--- src/rtl/instr_delay_ctrl_pkg.sv ---
// Shared constants and width helpers for the instruction delay controller
// and the instruction buffer attached to it.
package instr_delay_ctrl_pkg;

    localparam int unsigned DEFAULT_INSTR_WORD_SIZE = 32'd32;
    localparam int unsigned DEFAULT_BS              = 32'd16;

    // Width of a slot address into a buffer of 'depth' slots (at least one bit)
    function automatic int unsigned index_width(input int unsigned depth);
        if (depth > 32'd1) begin
            return $clog2(depth);
        end else begin
            return 32'd1;
        end
    endfunction

    // Width needed to count 0..depth valid entries
    function automatic int unsigned flight_width(input int unsigned depth);
        return $clog2(depth + 32'd1);
    endfunction

endpackage

--- src/rtl/instr_delay_ctrl_if.sv ---
// Bundle of the instruction stream, the buffer bus and the delayed output.
// slave  : the delay controller's view.
// master : the surrounding environment (producer, buffer and consumer).
interface instr_delay_ctrl_if
    import instr_delay_ctrl_pkg::*;
#(
    parameter int unsigned Instr_word_size = DEFAULT_INSTR_WORD_SIZE,
    parameter int unsigned bs              = DEFAULT_BS
);

    logic                             in_valid;
    logic [Instr_word_size-1:0]       in_instr;
    logic                             flush;
    logic                             buf_rst;
    logic [index_width(bs)-1:0]       buffer_index;
    logic [Instr_word_size-1:0]       buf_instr;
    logic [Instr_word_size-1:0]       buf_instr_out;
    logic                             out_valid;
    logic [Instr_word_size-1:0]       out_instr;
    logic [flight_width(bs)-1:0]      in_flight;

    modport slave (
        input  in_valid,
        input  in_instr,
        input  flush,
        input  buf_instr_out,
        output buf_rst,
        output buffer_index,
        output buf_instr,
        output out_valid,
        output out_instr,
        output in_flight
    );

    modport master (
        output in_valid,
        output in_instr,
        output flush,
        output buf_instr_out,
        input  buf_rst,
        input  buffer_index,
        input  buf_instr,
        input  out_valid,
        input  out_instr,
        input  in_flight
    );

endinterface

--- src/rtl/instr_delay_ring.sv ---
// Valid-bit ring that shadows the instruction buffer slot by slot, plus a
// running count of valid slots. The bit read at the current slot becomes the
// registered output-valid flag; the new input-valid bit replaces it.
module instr_delay_ring
    import instr_delay_ctrl_pkg::*;
#(
    parameter int unsigned DEPTH = DEFAULT_BS
) (
    input  logic                               clk,
    input  logic                               rst,
    input  logic [index_width(DEPTH)-1:0]      idx,
    input  logic                               set_bit,
    input  logic                               flush,
    output logic                               out_bit,
    output logic [flight_width(DEPTH)-1:0]     count
);

    localparam int unsigned  FW        = flight_width(DEPTH);
    localparam logic [FW-1:0] CNT_FULL = FW'(DEPTH);
    localparam logic [FW-1:0] CNT_ONE  = FW'(32'd1);
    localparam logic [FW-1:0] CNT_ZERO = FW'(32'd0);

    logic [DEPTH-1:0] ring_r;
    logic             out_bit_r;
    logic [FW-1:0]    count_r;
    logic             slot_bit_s;
    logic [FW-1:0]    count_nxt_s;

    // Next occupancy: +1 for an entering entry, -1 for a leaving one, clamped to 0..DEPTH
    always_comb begin
        slot_bit_s  = ring_r[idx];
        count_nxt_s = count_r;
        if (set_bit && !slot_bit_s) begin
            if (count_r != CNT_FULL) begin
                count_nxt_s = count_r + CNT_ONE;
            end else begin
                count_nxt_s = count_r;
            end
        end else if (!set_bit && slot_bit_s) begin
            if (count_r != CNT_ZERO) begin
                count_nxt_s = count_r - CNT_ONE;
            end else begin
                count_nxt_s = count_r;
            end
        end else begin
            count_nxt_s = count_r;
        end
    end

    // Ring, output-valid flag and occupancy; flush wipes everything in flight
    always_ff @(posedge clk or negedge rst) begin
        if (!rst) begin
            ring_r    <= {DEPTH{1'b0}};
            out_bit_r <= 1'b0;
            count_r   <= CNT_ZERO;
        end else if (flush) begin
            ring_r    <= {DEPTH{1'b0}};
            out_bit_r <= 1'b0;
            count_r   <= CNT_ZERO;
        end else begin
            ring_r[idx] <= set_bit;
            out_bit_r   <= slot_bit_s;
            count_r     <= count_nxt_s;
        end
    end

    assign out_bit = out_bit_r;
    assign count   = count_r;

endmodule

--- src/rtl/instr_delay_ctrl.sv ---
// Fixed-latency instruction delay line. An external bs-slot buffer is
// written and read at the same slot every cycle, so an instruction written
// now reappears on the buffer's registered read port exactly bs edges later.
// This block steps the slot pointer, gates write data, and tracks which
// slots hold real instructions so that bubbles and flushed entries never
// surface as valid output.
module instr_delay_ctrl
    import instr_delay_ctrl_pkg::*;
#(
    parameter int unsigned Instr_word_size = DEFAULT_INSTR_WORD_SIZE,
    parameter int unsigned bs              = DEFAULT_BS
) (
    input  logic               clk,
    input  logic               rst,
    instr_delay_ctrl_if.slave  bus
);

    localparam int unsigned   IW       = index_width(bs);
    localparam int unsigned   FW       = flight_width(bs);
    localparam logic [IW-1:0] IDX_LAST = IW'(bs - 32'd1);
    localparam logic [IW-1:0] IDX_ONE  = IW'(32'd1);
    localparam logic [IW-1:0] IDX_ZERO = IW'(32'd0);

    logic [IW-1:0]              idx_r;
    logic                       accept_s;
    logic                       out_valid_s;
    logic [FW-1:0]              in_flight_s;
    logic [Instr_word_size-1:0] buf_instr_s;
    logic [Instr_word_size-1:0] out_instr_s;

    // Slot pointer: advances every edge with no stall, wrapping at bs-1
    always_ff @(posedge clk or negedge rst) begin
        if (!rst) begin
            idx_r <= IDX_ZERO;
        end else if (idx_r == IDX_LAST) begin
            idx_r <= IDX_ZERO;
        end else begin
            idx_r <= idx_r + IDX_ONE;
        end
    end

    // Write data: a flushed or absent instruction is stored as zeros
    always_comb begin
        accept_s = bus.in_valid & ~bus.flush;
        if (accept_s) begin
            buf_instr_s = bus.in_instr;
        end else begin
            buf_instr_s = {Instr_word_size{1'b0}};
        end
    end

    // Output data: only expose buffer read data behind a valid flag
    always_comb begin
        if (out_valid_s) begin
            out_instr_s = bus.buf_instr_out;
        end else begin
            out_instr_s = {Instr_word_size{1'b0}};
        end
    end

    instr_delay_ring #(
        .DEPTH (bs)
    ) u_ring (
        .clk     (clk),
        .rst     (rst),
        .idx     (idx_r),
        .set_bit (accept_s),
        .flush   (bus.flush),
        .out_bit (out_valid_s),
        .count   (in_flight_s)
    );

    // The buffer shares this block's reset, but active-high and asynchronous
    assign bus.buf_rst      = ~rst;
    assign bus.buffer_index = idx_r;
    assign bus.buf_instr    = buf_instr_s;
    assign bus.out_valid    = out_valid_s;
    assign bus.out_instr    = out_instr_s;
    assign bus.in_flight    = in_flight_s;

endmodule

--- src/flat_wrapper.sv ---
// flat-port wrapper written by rule: the top's interface ports become plain ports
module instr_delay_ctrl_flat import instr_delay_ctrl_pkg::*;
#(
    parameter int unsigned Instr_word_size = DEFAULT_INSTR_WORD_SIZE,
    parameter int unsigned bs              = DEFAULT_BS
)
  (clk, rst, bus_in_valid, bus_in_instr, bus_flush, bus_buf_instr_out, bus_buf_rst, bus_buffer_index, bus_buf_instr, bus_out_valid, bus_out_instr, bus_in_flight);
  instr_delay_ctrl_if #(.Instr_word_size(Instr_word_size), .bs(bs)) bus_i ();
  input  logic clk;
  input  logic rst;
  input wire logic [$bits(bus_i.in_valid)-1:0] bus_in_valid;
  input wire logic [$bits(bus_i.in_instr)-1:0] bus_in_instr;
  input wire logic [$bits(bus_i.flush)-1:0] bus_flush;
  input wire logic [$bits(bus_i.buf_instr_out)-1:0] bus_buf_instr_out;
  output wire logic [$bits(bus_i.buf_rst)-1:0] bus_buf_rst;
  output wire logic [$bits(bus_i.buffer_index)-1:0] bus_buffer_index;
  output wire logic [$bits(bus_i.buf_instr)-1:0] bus_buf_instr;
  output wire logic [$bits(bus_i.out_valid)-1:0] bus_out_valid;
  output wire logic [$bits(bus_i.out_instr)-1:0] bus_out_instr;
  output wire logic [$bits(bus_i.in_flight)-1:0] bus_in_flight;
  assign bus_i.in_valid = bus_in_valid;
  assign bus_i.in_instr = bus_in_instr;
  assign bus_i.flush = bus_flush;
  assign bus_i.buf_instr_out = bus_buf_instr_out;
  assign bus_buf_rst = bus_i.buf_rst;
  assign bus_buffer_index = bus_i.buffer_index;
  assign bus_buf_instr = bus_i.buf_instr;
  assign bus_out_valid = bus_i.out_valid;
  assign bus_out_instr = bus_i.out_instr;
  assign bus_in_flight = bus_i.in_flight;
  instr_delay_ctrl #(.Instr_word_size(Instr_word_size), .bs(bs)) u_core (.clk(clk), .rst(rst), .bus(bus_i));
endmodule
--- config.mk ---
export PLATFORM = sky130hd
export DESIGN_NAME = instr_delay_ctrl_flat
export DESIGN_NICKNAME = d
export VERILOG_FILES = /design/src/rtl/instr_delay_ctrl_pkg.sv /design/src/rtl/instr_delay_ctrl_if.sv /design/src/rtl/instr_delay_ring.sv /design/src/rtl/instr_delay_ctrl.sv /design/src/flat_wrapper.sv
export SDC_FILE = /design/constraint.sdc
export NUM_CORES = 1
export LEC_CHECK = 0
export CORE_MARGIN = 2
export CORE_UTILIZATION = 32
export CTS_CLUSTER_SIZE = 40
export DETAILED_ROUTE_END_ITERATION = 8
export PLACE_DENSITY = 0.77
export SYNTH_ARGS = -nofsm -noshare
export SYNTH_HDL_FRONTEND = slang
export SYNTH_SLANG_ARGS = --single-unit
--- constraint.sdc ---
create_clock -name clk -period 3 [get_ports clk]
set_input_delay 0.45 -clock clk [delete_from_list [all_inputs] [get_ports clk]]
set_output_delay 0.45 -clock clk [all_outputs]
set_load 0.005 [all_outputs]
==> flow_summary.json <==
{
  "status": "finished, violations left",
  "violations": "negative setup slack",
  "cts_max_level": 1,
  "max_stage_delay_ps": 530,
  "ys_ff_latch": 26,
  "dpl.cell_count": 455,
  "layout.cells.non_filler": 460,
  "clock_latency_ps": 270,
  "crit_required_ps": 3200,
  "drc_errors": 0,
  "vias": 2209,
  "grt_pass1_wl_um": 10500,
  "dieArea_mm2": 0.00717,
  "cts_buffers": 3,
  "cp_max_fo": 5,
  "finalClockSkew_ps": 4.89,
  "grt_pass1_vias": 2142,
  "die_w_um": 84.7,
  "first_iter_violations": 109,
  "cp_common_cell": "a21o_1",
  "syn_to_final_growth_pct": 79.2,
  "cts_tree": "built",
  "synth_cells": 241,
  "fmax_mhz": 330,
  "fin_nets": 461,
  "netlist_top_cells_area": "dfrtp_1 31%, and2_1 19%, ha_1 4.8%",
  "cts.reportedPaths.clkPinSlew_ps": 100,
  "worstSetupStartpointType": "flip-flop",
  "yosys.area.top_type": "dfrtp_1",
  "period_needed_ps": 3030,
  "syn_avg_cell_area_um2": 8.64,
  "critPathTopFamily": "multiplexers",
  "gr-usage-all-layers": 0.177,
  "initial_utilization": 0.330,
  "yosysMostFrequentCell": "and2_1",
  "hp-class": "flip-flop to flip-flop",
  "portBuffers": 142,
  "min_period_over_period": 1.01,
  "gp_congestion": 0.761,
  "rrSetupSlack_ps": -30,
  "p_leak_nw": 1.55,
  "fillers": 553,
  "rsz0062_at_grt": "yes",
  "synth_edf_count": 0,
  "report.final.slew_viol_count": 0,
  "dieHeight_um": 84.7,
  "cp_cell_sequence": "mux4_2 -> mux2_4 -> mux2i_4 -> nand2_4 -> fa_2 -> a21o_1 -> a21o_1 -> or3_1 -> a32o_1 -> a41oi_2",
  "slew_headroom": 0.582,
  "overflow": 0,
  "ys.flop_type": "dfrtp_1",
  "hold_violations": 0,
  "cts.sinks": 26,
  "finalWorstSetupSlack_ps": -30.8,
  "max_cap_violations": 0,
  "syn_area_mm2": 0.00208,
  "yosys-top-cells-count": "64 x and2_1, 26 x dfrtp_1, 26 x nand2_1, 17 x clkbuf_1, 17 x nand3_1",
  "ys_types": 35,
  "seq_area_um2": 652,
  "row_count": 29,
  "yosysTopAreaCellShare": 0.312,
  "grt_max_degree": 34,
  "avgRoutedWirePerCell_um": 14.1,
  "placed_area_mm2": 0.00364,
  "dr.pass1.iters": 4,
  "multi_input_comb_area_mm2": 0.00136,
  "finish.utilization": 0.591,
  "setup_violations": 1,
  "irDropWorstVdd_v": 0.000263,
  "cts_root_buffer": "clkbuf_8",
  "arrival_ps": 3230,
  "worst_pin_slew_ps": 628,
  "drt.antenna.violating_nets": 0,
  "synthArstFlopShare": 1.00,
  "antenna_found_initial": 0,
  "cp.buffers_inverters": 0,
  "cts_max_path_buffers": 2,
  "crit_slowest_cell": "mux4_2",
  "cp-end-kind": "flip-flop",
  "hold_slack_ps": 533,
  "core_mm2": 0.00631,
  "critical_path_class": "flip-flop to flip-flop",
  "viasPerCell": 4.80,
  "ioPinCount": 143,
  "ys_seq_area_frac": 0.312,
  "n_antenna_cell": 0,
  "powerDensity_mw_per_mm2": 331,
  "drive_above_1_share": 0.0914,
  "dp_hpwl_um": 5170,
  "syn_nets": 318,
  "finalWirelength_um": 6470,
  "ys_warn_count": 0,
  "design_area_mm2": 0.00373
}
==> repair_timing <==
item                                   4_1_cts  5_1_grt
endpoints found under the hold margin        0        0
setup endpoints to repair                    1        1
gates resized for setup                      1        2
hold buffers                                 0        0
pin swaps                                    1        0
setup buffers                                1        0
==> cells in the final DEF, fill, tap and decap left out, types with 4 or more instances in the layout <==
cell             Yosys  final
nand2b_1             4      4
mux4_2               4      4
and2_1              64     64
a21oi_1             14     14
clkdlybuf4s50_1      0    142
nor2b_1              5      5
dfrtp_1             26     25
mux2i_1              7      7
ha_1                 8      7
nand3_1             17     17
nand2_1             26     25
inv_1                4      4
buf_4                0     16
nor2_1               7      7
mux2_4               4      4
==> layout make-up <==
type | instances | area share
Sequential cell | 26 | 0.175
Clock inverter | 1 | 0.00804
Inverter | 4 | 0.00402
Timing Repair Buffer | 158 | 0.413
Clock buffer | 3 | 0.0111
Tap cell | 77 | 0.0258
Multi-Input combinational cell | 191 | 0.364
==> report_power, final <==
group          total, mW  internal (mW)  switching [mW]
Combinational      0.518          0.319           0.199
Sequential         0.421          0.376          0.0449
Clock              0.296          0.179           0.117
Total               1.23          0.874           0.361
==> logic make-up (layout without fill, tap and decap cells) <==
| group | Yosys count | count (layout) | share of synthesized area |
|---|---|---|---|
| flip-flops | 26 | 26 | 0.312 |
| AO/OA/AOI/OAI | 27 | 27 | 0.0841 |
| buffers and inverters | 24 | 166 | 0.0468 |
| multiplexers | 16 | 16 | 0.117 |
| adder cells (fa/ha/maj) | 9 | 9 | 0.0577 |
| AND/OR/NAND/NOR | 134 | 134 | 0.353 |
| XOR/XNOR | 5 | 5 | 0.0300 |
==> metal layers <==
layer  track usage  share of wire
met1         0.215           0.41
met2         0.324           0.52
met3        0.0413          0.063
met4        0.0231         0.0065
met5             0              0
==> state kept, by name, indices dropped and copies added, names as in the netlist <==
| register | count |
|---|---|
| u_core.u_ring.ring_r | 16 |
| u_core.u_ring.count | 5 |
| u_core.bus.buffer_index | 4 |
| u_core.u_ring.out_bit | 1 |
==> stage by stage <==
stage	TNS (ps)	power (mW)	setup slack, ps
after floorplan	-144	0.665	-144
after global placement	0	0.916	1.64
after detailed placement	-76.9	0.935	-76.9
after CTS	-3.86	1.24	-3.86
after global routing	-113	1.32	-113
final	-30.8	1.23	-30.8
==> worst reg2reg max path: stages, from the launching register on <==
cell and delay [ps]:
dfrtp_2 450, mux4_2 530, mux2_4 300, mux2i_4 180, nand2_4 100, fa_2 360
a21o_1 180, a21o_1 170, or3_1 310, a32o_1 250, a41oi_2 130
==> worst paths after layout <==
path	startpoint	end	depth (start not counted)
min	u_core.u_ring.ring_r[7]$_DFFE_PN0P_	u_core.u_ring.ring_r[7]$_DFFE_PN0P_	2
min in group asynchronous	rst	u_core.u_ring.count[2]$_DFFE_PN0P_	2
max reg2reg	u_core.bus.buffer_index[0]$_DFF_PN0_	u_core.u_ring.count[4]$_DFFE_PN0P_	10
max	u_core.bus.buffer_index[0]$_DFF_PN0_	u_core.u_ring.count[4]$_DFFE_PN0P_	10
min reg2reg	u_core.u_ring.ring_r[7]$_DFFE_PN0P_	u_core.u_ring.ring_r[7]$_DFFE_PN0P_	2
max in group asynchronous	rst	u_core.bus.buffer_index[0]$_DFF_PN0_	2
No activity file was read; power rests on OpenSTA's default activity.
